**config.mk**
```make
export PLATFORM = sky130hd
export DESIGN_NAME = approx_err_monitor_flat
export DESIGN_NICKNAME = d
export VERILOG_FILES = /design/src/rtl/approx_err_monitor_if.sv /design/src/rtl/approx_err_monitor.sv /design/src/flat_wrapper.sv
export SDC_FILE = /design/constraint.sdc
export NUM_CORES = 1
export LEC_CHECK = 0
export BUFFER_PORTS_ARGS = -buffer_cell sky130_fd_sc_hd__buf_2
export CORE_MARGIN = 1.5
export CORE_UTILIZATION = 53
export DETAILED_ROUTE_END_ITERATION = 8
export HOLD_SLACK_MARGIN = 0.1
export PLACE_DENSITY = 0.89
export RECOVER_POWER = 25
export SYNTH_ARGS = -nofsm -noshare
export SYNTH_HDL_FRONTEND = slang
export SYNTH_SLANG_ARGS = --single-unit
```
**constraint.sdc**
```tcl
create_clock -name clk -period 4.6 [get_ports clk]
set_input_delay 1.15 -clock clk [delete_from_list [all_inputs] [get_ports clk]]
set_output_delay 1.15 -clock clk [all_outputs]
set_load 0.01 [all_outputs]
```
**src/rtl/approx_err_monitor_if.sv**
```systemverilog
// Operand/sum beat handshake between the approximate adder and its monitor.
// The master drives a beat; the slave accepts it with in_ready.
interface approx_err_monitor_if #(
    parameter int W = 8
);
    logic         in_valid;
    logic         in_ready;
    logic [W-1:0] in1;
    logic [W-1:0] in2;
    logic [W:0]   approx_sum;

    modport master (
        output in_valid, in1, in2, approx_sum,
        input  in_ready
    );

    modport slave (
        input  in_valid, in1, in2, approx_sum,
        output in_ready
    );
endinterface

```
**src/rtl/approx_err_monitor.sv**
```systemverilog
// Error-metric stage for approximate adders: sum, max and count of |exact - approx|.
// Optional signed bias output (sum of approx - exact) when APPROX_MON_BIAS_EN is defined.
module approx_err_monitor #(
    parameter int W     = 8,
    parameter int CNT_W = 16,
    parameter int ACC_W = W + 1 + CNT_W
) (
    input  logic                    clk,
    input  logic                    rst,
    input  logic                    start,
    input  logic [CNT_W-1:0]        num_samples,
    approx_err_monitor_if.slave     bus,
    output logic                    busy,
    output logic                    done,
    output logic [ACC_W-1:0]        err_sum,
    output logic [W:0]              err_max,
    output logic [CNT_W-1:0]        err_cnt
`ifdef APPROX_MON_BIAS_EN
    ,
    output logic signed [ACC_W:0]   err_bias
`endif
);

    typedef enum logic [1:0] {
        IDLE,
        RUN,
        DRAIN,
        DONE
    } state_t;

    state_t           state;
    state_t           nxt;
    logic [CNT_W-1:0] n_lat;
    logic [CNT_W-1:0] acc_cnt;
    logic             ready_c;
    logic             accept;
    logic             last_beat;
    logic             start_acc;
    logic             v1;
    logic [W:0]       ex1;
    logic [W:0]       ap1;
    logic [W:0]       d;

    assign accept    = bus.in_valid & ready_c;
    assign last_beat = (acc_cnt == n_lat - CNT_W'(1));
    assign start_acc = start & ((state == IDLE) | (state == DONE));

    // State register
    always_ff @(posedge clk) begin
        if (rst) begin
            state <= IDLE;
        end else begin
            state <= nxt;
        end
    end

    // Next-state logic; DRAIN ends once S1 is empty since S2 commits that same edge
    always_comb begin
        nxt = state;
        unique case (state)
            IDLE, DONE: begin
                if (start) begin
                    nxt = (num_samples == '0) ? DONE : RUN;
                end
            end
            RUN: begin
                if (accept && last_beat) begin
                    nxt = DRAIN;
                end
            end
            DRAIN: begin
                if (!v1) begin
                    nxt = DONE;
                end
            end
            default: nxt = IDLE;
        endcase
    end

    // Handshake and status outputs decoded from state
    always_comb begin
        ready_c = (state == RUN) && (acc_cnt < n_lat);
        busy    = (state == RUN) || (state == DRAIN);
        done    = (state == DONE);
    end

    assign bus.in_ready = ready_c;

    // Absolute error of the beat held in S1
    always_comb begin
        if (ex1 >= ap1) begin
            d = ex1 - ap1;
        end else begin
            d = ap1 - ex1;
        end
    end

    // S1 capture, accepted-beat counter and S2 statistics update
    always_ff @(posedge clk) begin
        if (rst) begin
            n_lat   <= '0;
            acc_cnt <= '0;
            v1      <= 1'b0;
            ex1     <= '0;
            ap1     <= '0;
            err_sum <= '0;
            err_max <= '0;
            err_cnt <= '0;
        end else begin
            v1 <= accept;
            if (accept) begin
                ex1     <= {1'b0, bus.in1} + {1'b0, bus.in2};
                ap1     <= bus.approx_sum;
                acc_cnt <= acc_cnt + CNT_W'(1);
            end
            if (start_acc) begin
                n_lat   <= num_samples;
                acc_cnt <= '0;
                err_sum <= '0;
                err_max <= '0;
                err_cnt <= '0;
            end else if (v1) begin
                err_sum <= err_sum + ACC_W'(d);
                if (d > err_max) begin
                    err_max <= d;
                end
                err_cnt <= err_cnt + CNT_W'(d != '0);
            end
        end
    end

`ifdef APPROX_MON_BIAS_EN
    logic signed [W+1:0] delta;

    assign delta = $signed({1'b0, ap1}) - $signed({1'b0, ex1});

    // Signed bias accumulator, same timing as the other statistics
    always_ff @(posedge clk) begin
        if (rst) begin
            err_bias <= '0;
        end else if (start_acc) begin
            err_bias <= '0;
        end else if (v1) begin
            err_bias <= err_bias + {{CNT_W{delta[W+1]}}, delta};
        end
    end
`endif

endmodule
```
**src/flat_wrapper.sv**
```systemverilog
// flat-port wrapper written by rule: the top's interface ports become plain ports
module approx_err_monitor_flat 
#(
    parameter int W     = 8,
    parameter int CNT_W = 16,
    parameter int ACC_W = W + 1 + CNT_W
)
  (clk, rst, start, num_samples, busy, done, err_sum, err_max, err_cnt, bus_in_valid, bus_in1, bus_in2, bus_approx_sum, bus_in_ready);
  approx_err_monitor_if #(.W(W)) bus_i ();
  input  logic clk;
  input  logic rst;
  input  logic start;
  input  logic [CNT_W-1:0] num_samples;
  output logic busy;
  output logic done;
  output logic [ACC_W-1:0] err_sum;
  output logic [W:0] err_max;
  output logic [CNT_W-1:0] err_cnt;
  input wire logic [$bits(bus_i.in_valid)-1:0] bus_in_valid;
  input wire logic [$bits(bus_i.in1)-1:0] bus_in1;
  input wire logic [$bits(bus_i.in2)-1:0] bus_in2;
  input wire logic [$bits(bus_i.approx_sum)-1:0] bus_approx_sum;
  output wire logic [$bits(bus_i.in_ready)-1:0] bus_in_ready;
  assign bus_i.in_valid = bus_in_valid;
  assign bus_i.in1 = bus_in1;
  assign bus_i.in2 = bus_in2;
  assign bus_i.approx_sum = bus_approx_sum;
  assign bus_in_ready = bus_i.in_ready;
  approx_err_monitor #(.W(W), .CNT_W(CNT_W), .ACC_W(ACC_W)) u_core (.clk(clk), .rst(rst), .start(start), .num_samples(num_samples), .bus(bus_i), .busy(busy), .done(done), .err_sum(err_sum), .err_max(err_max), .err_cnt(err_cnt));
endmodule
```
== Word level (Yosys, flattened, before mapping) ==
Index checks and enable logic that the tools add are counted.

* Bits of input ports: 45
* Logic and storage cells: 45
* Register bits after elaboration: 103
* Output and inout bits: 53

* $lt $le $gt $ge: 3
* Bitwise operators: 3
* Equal/unequal tests: 7
* Add/sub/neg operators: 7
* Mux-type cells: 6
* Reductions and logical operators: 10

{| class="wikitable"
|+ Operator list
! operator !! count
|-
| adder 25 x 9 -> 25 bit || 1
|-
| subtractor 9 bit || 2
|-
| adder 16 x 1 -> 16 bit || 1
|-
| adder 16 x 1 -> 16 bit, second input constant || 1
|-
| equality test 16 bit || 1
|-
| zero test 16 bit || 1
|-
| less-than comparator 16 bit || 1
|-
| subtractor 16 x 1 -> 16 bit, second input constant || 1
|-
| adder 8 x 8 -> 9 bit || 1
|-
| >= comparator 9 bit || 1
|-
| > comparator 9 bit || 1
|-
| 2-to-1 mux 9 bit || 1
|-
| nonzero test 9 bit || 1
|-
| 2-to-1 mux 2 bit || 4
|-
| case mux 2 bit (3 select lines) || 1
|-
| equality test 2 bit, second input constant || 2
|-
| inequality test 2 bit, second input constant || 2
|-
| OR reduction 2 bit || 2
|-
| AND reduction 3 bit || 1
|-
| AND 1 bit || 2
|-
| equality test 2 x 1 -> 1 bit, second input constant || 1
|-
| logical AND 1 bit || 2
|-
| zero test 2 bit || 1
|-
| inequality test 2 x 1 -> 1 bit, second input constant || 1
|-
| other kinds (3) || 3
|}

== Longest topological paths before layout ==
Gate-level depths: netlist (run 1).

* Depth after elaboration: 6
* Depth in mapped cells: 21
* Gate-level depth less buffers: 19

== Worst setup path after synthesis (run 1) ==
No wires, ideal clock.

* Path kind: reg2reg
* From: reg u_core.ap1[8]
* To: reg u_core.err_cnt[14]
* Clock period less this slack: 4.374 ns
* Buffers on the path: 1
* Library setup time: 0.128 ns
* Stages on the path, launching flop included: 20
* Required time: 4.472 ns
* Arrival: 4.246 ns
* Slack: 0.226 ns
* Cells stage by stage: dfxtp_1 -> inv_1 -> ha_1 -> a21o_1 -> a31o_1 -> a211oi_2 -> buf_6 -> mux2i_4 -> o221ai_2 -> a21oi_2 -> xnor2_1 -> or4_1 -> or4_1 -> ha_1 -> ha_1 -> and3_1 -> nand4_1 -> nor3_1 -> xnor2_1 -> nor2_1

* Word-level cells in the longest chain between the ends: 4
* Elaborated cells between the ends (all ways): 6
* Classes of those cells: add/sub: 3; order compare: 1; mux: 1; reduce/logical: 1

{| class="wikitable"
|+ Ends and longest elaborated chain
! what !! RTL line !! text
|-
| start, declared || approx_err_monitor.sv:41 || <nowiki>logic [W:0] ap1;</nowiki>
|-
| start signal, assigned || approx_err_monitor.sv:113 || <nowiki>ap1 <= bus.approx_sum;</nowiki>
|-
| >= comparator 9 bit || approx_err_monitor.sv:91 || <nowiki>if (ex1 >= ap1) begin</nowiki>
|-
| 2-to-1 mux 9 bit || approx_err_monitor.sv:91 ||
|-
| named net u_core.d[4] || approx_err_monitor.sv:42 || <nowiki>logic [W:0] d;</nowiki>
|-
| nonzero test 9 bit || approx_err_monitor.sv:127 || <nowiki>err_cnt <= err_cnt + CNT_W'(d != '0);</nowiki>
|-
| adder 16 x 1 -> 16 bit || approx_err_monitor.sv:127 ||
|-
| end signal, assigned || approx_err_monitor.sv:127 ||
|-
| end, declared || approx_err_monitor.sv:17 || <nowiki>output logic [CNT_W-1:0] err_cnt</nowiki>
|}

The timed path passes the listed nets, and every way through them passes these cells.
A chain may end at the register's enable or synchronous reset.

== Worst setup path in the final report (run 1) ==
* From: reg u_core.ap1[4]
* To: reg u_core.err_cnt[14]

* Word-level cells in the longest chain between the ends: 4
* Elaborated cells between the ends (all ways): 6
* Classes of those cells: add/sub: 3; order compare: 1; mux: 1; reduce/logical: 1

{| class="wikitable"
|+ Ends and longest elaborated chain
! what !! RTL line !! text
|-
| subtractor 9 bit (tied with other cells) || approx_err_monitor.sv:94 || <nowiki>d = ap1 - ex1;</nowiki>
|-
| 2-to-1 mux 9 bit (*) || approx_err_monitor.sv:91 ||
|-
| named net u_core.d[4] || approx_err_monitor.sv:42 ||
|-
| nonzero test 9 bit (*) || approx_err_monitor.sv:127 ||
|-
| adder 16 x 1 -> 16 bit (*) || approx_err_monitor.sv:127 ||
|}

Mark *: on every way through the listed nets, which the timed path passes. The rest lies on a longest branch.

==> impl_metrics.ini, run 1 <==
[grt]
gr-usage-met2_pct = 39.93
first_global_vias = 6109
grt_pass1_wl_um = 27750
grt_max_degree = 43
grt_util_met3_pct = 4.933
use_met1_pct = 30.70
grt-ovfl-total = 0
antenna_found_initial = 1
track_usage_pct = 23.86
top_usage_layer = met2

[finish]
fill_cells = 1163
final_cells = 1185
nets = 1118
final_common_cell = nand2_1
drive_above_1_share_pct = 14.67
final_cell_mix = nand2_1, dfxtp_1, a21oi_1, buf_2
n_antenna_cell = 0
area.growth.synth_to_final_pct = 15.91

[worst_setup_path]
cpMostUsedCell = ha_1
path_delay_family = simple AND/OR/NAND/NOR gates
cp.arrival_ns = 4.66
crit_chain = inv_1 > ha_1 > buf_4 > nand3_2 > a21oi_4 > a211oi_2 > buf_6 > mux2i_4 > o221ai_4 > a21oi_2 > xnor2_1 > or4_1 > or4_4 > ha_1 > ha_1 > and3_1 > nand4_1 > nor3_1 > xnor2_1 > nor2_1
crit_fanout = 10
r2r_slack_ns = 0.19
cp_data_required_time_ns = 4.85
slowest_stage = or4_1
r2r_end = u_core.err_cnt[14]
path_buf_inv = 3
max_stage_delay_ns = 0.49
ff2ff_path_depth = 20
crit_path_end_kind = flop
critPathKind = reg -> reg
startpoint_type = flop
reg2reg_from = u_core.ap1[4]

[yosys]
synth-warning-count = 0
syn-num-nets = 1019
synth_edf_count = 0
syn_inst = 905
ys_ff_latch = 103
synth.distinct_cells = 69
synth_seq_area_share_pct = 28.97
syn_avg_cell_area_um2 = 7.864
synthArstFlopShare_pct = 0
synth_top_flop_cell = dfxtp_1
synth_area_mm2 = 0.007117

[die]
die_height_um = 118.9
core_area_mm2 = 0.01319
die_w_um = 118.9
dieArea_mm2 = 0.01413
ioPinCount = 98
start_util_pct = 53.96
rows = 42

[routing]
drc = 0
drt_iter0_markers = 423
first_pass_iters = 5
vias = 6737
routed_wirelength_um = 16970
viasPerCell = 5.685
ant_nets = 0
routedWlPerCell_um = 14.32

[placement]
port_buffers = 97
place.gp.congestion = 0.9921
placed_cells = 1165
hpwl_um = 12540

[timing]
max_freq_ghz = 0.2265
setup_violations = 0
max-slew-margin-rel_pct = -21.21
worst_hold_slack_ns = 0.4700
fin_worst_skew_ns = 0.008864
period_share_pct = 95.97
hold_viol_final = 0
setup_tns_ns = 0
period_needed_ns = 4.414
worst_slew_pin_slew_ns = 1.818
final-max-slew-violation-count = 43

[clock_tree]
clock_path_buffers = 2
cts.sinks = 103
cts_tree = done
cts_buffers = 9
cts_max_level = 3
holdBufCountCts = 0
path_clk_slew_ns = 0.07
cts-root-buf = clkbuf_16
clk_latency_ns = 0.36

[run]
max_cap_viol_count = 1

[min_path]
holdCritStartpoint = u_core.ap1[6]
whs_endpoint = u_core.ap1[6]
min_path_cells = 2
hold_class = reg -> reg

[run_status]
status = finished with violations
violations = capacitance limit, slew limit

[power]
peakVddDrop_mv = 0.3923
p_leak_nw = 3.323
powerDensity_mw_per_mm2 = 631.9
metal layers:
| metal | vias to the layer above | part of all wire, % |
|---|---|---|
| met4 | 0 | 1.6 |
| met3 | 23 | 5.5 |
| met5 | - | 0 |
| li1 | 3400 | - |
| met1 | 3129 | 46 |
| met2 | 185 | 47 |
cells in the mapped netlist (9+ instances only):
| master | n | area, µm² |
|---|---|---|
| and3_1 | 17 | 106.4 |
| nand4_1 | 18 | 112.6 |
| xnor2_1 | 32 | 280.3 |
| nor4_1 | 9 | 56.30 |
| dfxtp_1 | 103 | 2062 |
| xor2_1 | 21 | 183.9 |
| a21oi_1 | 83 | 415.4 |
| nor3_1 | 32 | 160.2 |
| inv_1 | 67 | 251.5 |
| o21ai_0 | 45 | 225.2 |
| ha_1 | 66 | 825.8 |
| o211ai_1 | 11 | 82.58 |
| a21o_1 | 11 | 82.58 |
| nand2_1 | 106 | 397.9 |
| nor2_1 | 67 | 251.5 |
| or3_1 | 25 | 156.4 |
| mux2i_1 | 19 | 190.2 |
| nor2b_1 | 10 | 62.56 |
| clkbuf_1 | 25 | 93.84 |
| nand3_1 | 25 | 125.1 |
logic make-up after synthesis:
family / synth area share (%)
flip-flops: 28.97
adder cells (fa/ha/maj): 12.59
buffers and inverters: 5.468
XOR/XNOR: 6.909
AO/OA/AOI/OAI: 19.22
multiplexers: 3.305
AND/OR/NAND/NOR: 23.54
registers in the layout, summed over array words and instances (netlist names):
register,count
u_core.acc_cnt,16
u_core.err_cnt,16
u_core.ap1,9
u_core.err_sum,25
u_core.n_lat,16
u_core.err_max,9
u_core.ex1,9
u_core.state,2
u_core.v1,1
through the flow:
| stage | util, % | setup slack (ns) | power, mW | area (µm²) |
|---|---|---|---|---|
| after floorplan | - | 0.2263 | 3.355 | 7117 |
| after CTS | 61.90 | 0.03094 | 4.961 | 8164 |
| after global placement | 59.36 | 0.08384 | 3.999 | 7830 |
| after detailed placement | 59.36 | -0.05518 | 4.080 | 7830 |
| after global routing | 62.54 | -0.005541 | 5.580 | 8249 |
| final | 62.54 | 0.1856 | 5.213 | 8249 |
power by group:
| group | internal [mW] | switching [mW] | leakage [nW] | total [mW] |
|---|---|---|---|---|
| registers | 0.985 | 0.0913 | 0.835 | 1.08 |
| clock network | 0.496 | 0.360 | 0.163 | 0.856 |
| logic | 1.38 | 1.90 | 2.33 | 3.28 |
| total | 2.86 | 2.35 | 3.32 | 5.21 |
what timing repair did:
item | CTS | global route
setup endpoints to repair | 6 | 25
setup buffers | 0 | 4
resized for setup | 1 | 24
pin swaps | 0 | 4
worst max path at each step:
stage                        from                  to  slack, ns  depth (start not counted)
finish              u_core.ap1[4]  u_core.err_cnt[14]       0.19                         20
global route        u_core.ap1[7]  u_core.err_cnt[14]     -0.006                         18
CTS                 u_core.ap1[4]   u_core.err_max[2]       0.03                         20
detailed placement  u_core.ap1[4]   u_core.err_max[0]      -0.06                         20
global placement    u_core.ap1[6]   u_core.err_max[2]       0.08                         20
floorplan           u_core.ap1[8]  u_core.err_cnt[14]       0.23                         19
worst reg2reg max path: cells and delay by family (launching register included):
kind / cells / cell delay [ns]
buffers and inverters: 3 / 0.42
xor gates and xnor gates: 2 / 0.22
muxes: 1 / 0.27
AOI/OAI and AO/OA: 4 / 0.65
DFF: 1 / 0.35
and+or+nand+nor: 7 / 1.64
adders and majority gates: 3 / 0.74
area by class of cell:
| class | count | area [µm²] | share of cell area [%] |
|---|---|---|---|
| clock buffers | 10 | 239.0 | 2.897 |
| well taps | 176 | 220.2 | 2.669 |
| clock inverters | 6 | 91.34 | 1.107 |
| repair buffers | 120 | 630.6 | 7.644 |
| multi-input cells | 703 | 4753 | 57.62 |
| inverters | 67 | 251.5 | 3.049 |
| flip-flops and latches | 103 | 2063 | 25.01 |
Note: power is estimated with default switching activity, not from simulation.
==> run 2: changes to the inputs <==
--- a/config.mk
+++ b/config.mk
@@ -12,6 +12,7 @@
 export HOLD_SLACK_MARGIN = 0.1
 export PLACE_DENSITY = 0.89
 export RECOVER_POWER = 25
+export REMOVE_ABC_BUFFERS = 1
 export SYNTH_ARGS = -nofsm -noshare
 export SYNTH_HDL_FRONTEND = slang
 export SYNTH_SLANG_ARGS = --single-unit
==> run 2 against run 1 <==
The flow now finishes without violations. Via count is 0.50% higher. Critical path depth fell by 2. Setup slack worse by 0.16 ns. Maximum frequency fell by 3.6%. Largest power group unchanged. Highest routed layer unchanged.
==> impl_metrics.ini, run 2 (synthesis results as in run 1) <==
[run_status]
status = finished clean

[routing]
top_layer_used = met4
routed_wirelength_um = 16930
ant_nets = 0
met3WireLength_um = 838
viasPerCell = 5.704
drc = 0
first_pass_iters = 5
routedWlPerCell_um = 14.26
drt_iter0_markers = 415
wl_met1_um = 7728
met2_length_um = 8070
vias = 6771

[timing]
max_freq_ghz = 0.2184
fin_ws_ns = 0.02201
period_needed_ns = 4.578
period_share_pct = 99.52
worst_slew_pin_slew_ns = 1.134
final-max-slew-violation-count = 0
setup_violations = 0
max-slew-margin-rel_pct = 24.43
hold_viol_final = 0
fin_worst_skew_ns = 0.01607

[die]
start_util_pct = 53.96
die_height_um = 118.9
dieArea_mm2 = 0.01413
die_w_um = 118.9
core_area_mm2 = 0.01319
ioPinCount = 98
rows = 42

[power]
comb_power_share_pct = 62.3
p_sw_mw = 2.294
swShare_pct = 44.68
powerDensity_mw_per_mm2 = 623.4
p_leak_nw = 3.336
seq_power_share_pct = 21.0
pwr-share-clk_pct = 16.7
internal_power_mw = 2.840
power_mw = 5.133
peakVddDrop_mv = 0.4041

[clock_tree]
cts_max_level = 3
holdBufCountCts = 0
cts_tree = done
cts.sinks = 103
path_clk_slew_ns = 0.07
cts-root-buf = clkbuf_16
clk_latency_ns = 0.37
clock_path_buffers = 2
cts_buffers = 9

[worst_setup_path]
startpoint_type = flop
path_buf_inv = 3
critPathKind = reg -> reg
path_delay_family = simple AND/OR/NAND/NOR gates
cp_data_required_time_ns = 4.85
slowest_stage = or4_4
crit_chain = inv_1 > ha_1 > a21o_1 > a31o_4 > a211oi_2 > buf_6 > mux2_2 > nor4bb_1 > a2111oi_0 > nand3_1 > or4_4 > ha_1 > ha_1 > and3_1 > nand4_1 > buf_6 > xor2_1 > nor2_1
cp.arrival_ns = 4.83
crit_fanout = 7
max_stage_delay_ns = 0.57
crit_path_end_kind = flop
cpMostUsedCell = ha_1

[finish]
final_cell_mix = nand2_1, dfxtp_1, a21oi_1, buf_2
final_common_cell = nand2_1
nets = 1120
multiInputGateArea_mm2 = 0.004715
seqCellArea_mm2 = 0.002064
largest_register_ffs = 25
area.growth.synth_to_final_pct = 15.70
n_antenna_cell = 0
regMostFlops = u_core.err_sum
drive_above_1_share_pct = 13.95
fill_cells = 1145

[placement]
pre_cts_ws_ns = -0.02994
hpwl_um = 12690
port_buffers = 97
place.gp.congestion = 0.9245

[grt]
grt_pass1_wl_um = 28390
grt-ovfl-total = 0
antenna_found_initial = 0
grt_max_degree = 37
track_usage_pct = 24.19
first_global_vias = 6194

[run]
max_cap_viol_count = 0

[min_path]
hold_class = reg -> reg
[run 2: worst register-to-register path, stage by stage (launching register included)]
cell	delay [ns]
dfxtp_2	0.34
inv_1	0.04
ha_1	0.29
a21o_1	0.21
a31o_4	0.27
a211oi_2	0.18
buf_6	0.16
mux2_2	0.38
nor4bb_1	0.16
a2111oi_0	0.56
nand3_1	0.23
or4_4	0.57
ha_1	0.21
ha_1	0.19
and3_1	0.19
nand4_1	0.14
buf_6	0.14
xor2_1	0.14
nor2_1	0.05
[run 2: per-stage QoR]
stage	area, µm²	hold WS [ns]	setup TNS, ns	util [%]	cells
after detailed placement	7838	0.4598	-0.02994	59.42	1166
after CTS	8179	0.4692	0	62.01	1183
final	8234	0.4698	0	62.43	1187
after global placement	7838	0.4506	0	59.42	1166
after floorplan	6979	0.4303	-1.465	-	873
after global routing	8234	0.4897	-1.095	62.43	1187
[run 2: layout make-up]
cell class	count	area share [%]
sequential	103	25.07
inverter	67	3.054
tap	176	2.674
multi-input combinational	703	57.26
clock inverter	4	0.9421
clock buffer	12	3.115
timing repair buffer	122	7.886
[run 2: what timing repair did]
action,4_1_cts,5_1_grt
resized for setup,0,13
setup endpoints to repair,1,20
pin swaps,0,3
buffers inserted,1,4
[run 2: metal layers]
layer	up-vias	global-route usage (%)
met5	-	0
met4	0	8.057
met3	22	4.933
met2	182	41.68
met1	3162	30.21
li1	3405	-
[run 2: path summary, 6_finish.rpt]
kind	slack [ns]	endpoint	cells past startpoint	from
hold reg to reg	0.47	u_core.ap1[6]	2	u_core.ap1[6]
setup reg to reg	0.02	u_core.err_cnt[6]	18	u_core.ap1[6]
setup / recovery	0.02	u_core.err_cnt[6]	18	u_core.ap1[6]
hold / removal	0.47	u_core.ap1[6]	2	u_core.ap1[6]
[run 2: power groups by stage]
| stage | Combinational (mW) | Sequential (mW) | Clock [mW] |
|---|---|---|---|
| global placement | 2.94 | 1.09 | 0 |
| CTS | 3.03 | 1.07 | 0.873 |
| floorplan | 2.19 | 1.09 | 0 |
| finish | 3.20 | 1.08 | 0.856 |
| global route | 3.51 | 1.09 | 0.901 |
| detailed placement | 3.01 | 1.09 | 0 |
==> run 3: changes to the inputs <==
--- a/config.mk
+++ b/config.mk
@@ -5,12 +5,13 @@
 export SDC_FILE = /design/constraint.sdc
 export NUM_CORES = 1
 export LEC_CHECK = 0
+export ABC_AREA = 1
 export BUFFER_PORTS_ARGS = -buffer_cell sky130_fd_sc_hd__buf_2
 export CORE_MARGIN = 1.5
 export CORE_UTILIZATION = 53
 export DETAILED_ROUTE_END_ITERATION = 8
 export HOLD_SLACK_MARGIN = 0.1
-export PLACE_DENSITY = 0.89
+export PLACE_DENSITY = 0.9
 export RECOVER_POWER = 25
 export REMOVE_ABC_BUFFERS = 1
 export SYNTH_ARGS = -nofsm -noshare
==> run 3 against run 2 <==
Non-clock buffer count decreased by 22. Synthesized area decreased by 2.9%. Routed wire length decreased by 5.1%. First-iteration DRC count increased by 1.9%. Clock skew decreased by 0.010 ns. Design area decreased by 5.7%. Sequential power increased by 4%. Combinational power increased by 7.5%.
==> impl_metrics.ini, run 3 <==
[worst_setup_path]
max_stage_delay_ns = 0.38
crit_chain = inv_1 > ha_1 > nand2_1 > inv_1 > a21oi_1 > nand4_2 > a21oi_1 > xor2_1 > nor4_1 > nand4_1 > ha_1 > ha_1 > nand3_1 > nor3_1 > inv_1 > nor2_1 > inv_1 > nor2_1 > inv_1 > nor2_1 > nand3_1 > a221oi_1
r2r_slack_ns = 0.55
crit_path_end_kind = flop
cp.arrival_ns = 4.31
slowest_stage = ha_1
startpoint_type = flop
cp_data_required_time_ns = 4.86
cpMostUsedCell = inv_1
path_delay_family = simple AND/OR/NAND/NOR gates
crit_fanout = 13
critPathKind = reg -> reg
path_buf_inv = 5

[yosys]
syn_inst = 981
synth_top_flop_cell = dfxtp_1
synth.area.top_cells = dfxtp_1, ha_1, nand2_1
syn_avg_cell_area_um2 = 7.042
synth_top_area_cell = dfxtp_1
synth_area_mm2 = 0.006908
synth_commonest_cells = nand2_1, inv_1, a21oi_1
ys_ff_latch = 103
yosysMostFrequentCell = nand2_1
synth_edf_count = 0
synth-warning-count = 0
synthArstFlopShare_pct = 0
yosysTopAreaCellShare_pct = 29.85
synth_seq_area_share_pct = 29.85
synth.distinct_cells = 45

[clock_tree]
clock_path_buffers = 2
cts-root-buf = clkbuf_16
postCtsResizedCells = 0
clk_latency_ns = 0.35
cts_max_level = 3
path_clk_slew_ns = 0.07
holdBufCountCts = 0
cts_buffers = 9
cts_tree = done
cts.sinks = 103
cts_setup_buffers = 0

[finish]
post-route-util_pct = 61.30
area.growth.synth_to_final_pct = 12.44
fill_cells = 1178
nets = 1182
drive_above_1_share_pct = 10.81
seqCellArea_mm2 = 0.002062
largest_register_ffs = 25
n_antenna_cell = 0
regMostFlops = u_core.err_sum
final_common_cell = nand2_1
multiInputGateArea_mm2 = 0.004164
final_cell_mix = nand2_1, inv_1, a21oi_1, dfxtp_1, nor2_1
final_cells = 1245

[timing]
max-slew-margin-rel_pct = 40.37
hold_viol_final = 0
max_freq_ghz = 0.2469
setup_tns_ns = 0
period_needed_ns = 4.049
fin_ws_ns = 0.5506
worst_slew_pin_slew_ns = 0.8923
fin_worst_skew_ns = 0.005998
rsz0062_at_grt = no
setup_violations = 0
final-max-slew-violation-count = 0
period_share_pct = 88.03

[grt]
grt_max_degree = 46
grt-ovfl-total = 0
antenna_found_initial = 0
track_usage_pct = 24.29
grt_pass1_wl_um = 26870
first_global_vias = 6253

[die]
ioPinCount = 98
start_util_pct = 54.52
rows = 41
die_w_um = 117.2
die_height_um = 117.2
dieArea_mm2 = 0.01373
core_area_mm2 = 0.01267

[placement]
port_buffers = 97
pre_cts_ws_ns = 0.6120
place.gp.congestion = 0.9035
placed_cells = 1229
hpwl_um = 12200

[routing]
ant_nets = 0
drt_iter0_markers = 423
routedWlPerCell_um = 12.90
vias = 6634
first_pass_iters = 5
routed_wirelength_um = 16070
viasPerCell = 5.329
drc = 0

[min_path]
hold_class = reg -> reg

[power]
powerDensity_mw_per_mm2 = 686.3
p_leak_nw = 3.325
power_mw = 5.331
peakVddDrop_mv = 0.4944

[run]
max_cap_viol_count = 0

[run_status]
status = finished clean
==> run 3: path summary, 6_finish.rpt <==
path / start / endpoint / cells after the start
max: u_core.ap1[7] / u_core.err_cnt[14] / 22
min: u_core.ap1[8] / u_core.ap1[8] / 2
max reg2reg: u_core.ap1[7] / u_core.err_cnt[14] / 22
min reg2reg: u_core.ap1[8] / u_core.ap1[8] / 2
==> run 3: cells by family after synthesis <==
| logic type | after synthesis | synth area share, % |
|---|---|---|
| buf+inv | 177 | 9.871 |
| simple gates | 377 | 25.00 |
| xor+xnor | 56 | 7.100 |
| fa+ha+maj | 69 | 12.82 |
| flops | 103 | 29.85 |
| compound gates | 199 | 15.36 |
==> run 3: cell type report <==
cell class | instances | share of cell area (%)
flip-flops and latches | 103 | 26.55
clock inverters | 4 | 0.5799
clock buffers | 12 | 3.173
well taps | 172 | 2.771
inverters | 153 | 7.394
repair buffers | 100 | 5.928
multi-input cells | 701 | 53.61
==> run 3: tightest hold or removal path, stage by stage (launching register included) <==
cell and delay, ns:
dfxtp_1 0.30, inv_1 0.06, a21oi_1 0.06
==> run 3: power by group <==
part           internal [mW]  switching, mW
registers               1.02         0.0951
logic                   1.20           2.24
clock network          0.435          0.335
total                   2.66           2.67
==> run 3: metal layers <==
| metal | vias up | global-route usage [%] | routed length, µm |
|---|---|---|---|
| li1 | 3391 | - | - |
| met1 | 3034 | 28.59 | 7095 |
| met2 | 179 | 43.57 | 7817 |
| met3 | 30 | 5.201 | 866 |
| met4 | 0 | 8.514 | 285 |
| met5 | - | 0 | 0 |
==> run 3: per-stage QoR <==
stage | hold WS [ns] | area, µm²
6_report | 0.4720 | 7767
2_1_floorplan | 0.4376 | 6800
4_1_cts | 0.4708 | 7815
5_1_grt | 0.5001 | 7767
3_5_place_dp | 0.4615 | 7523
3_3_place_gp | 0.4475 | 7523
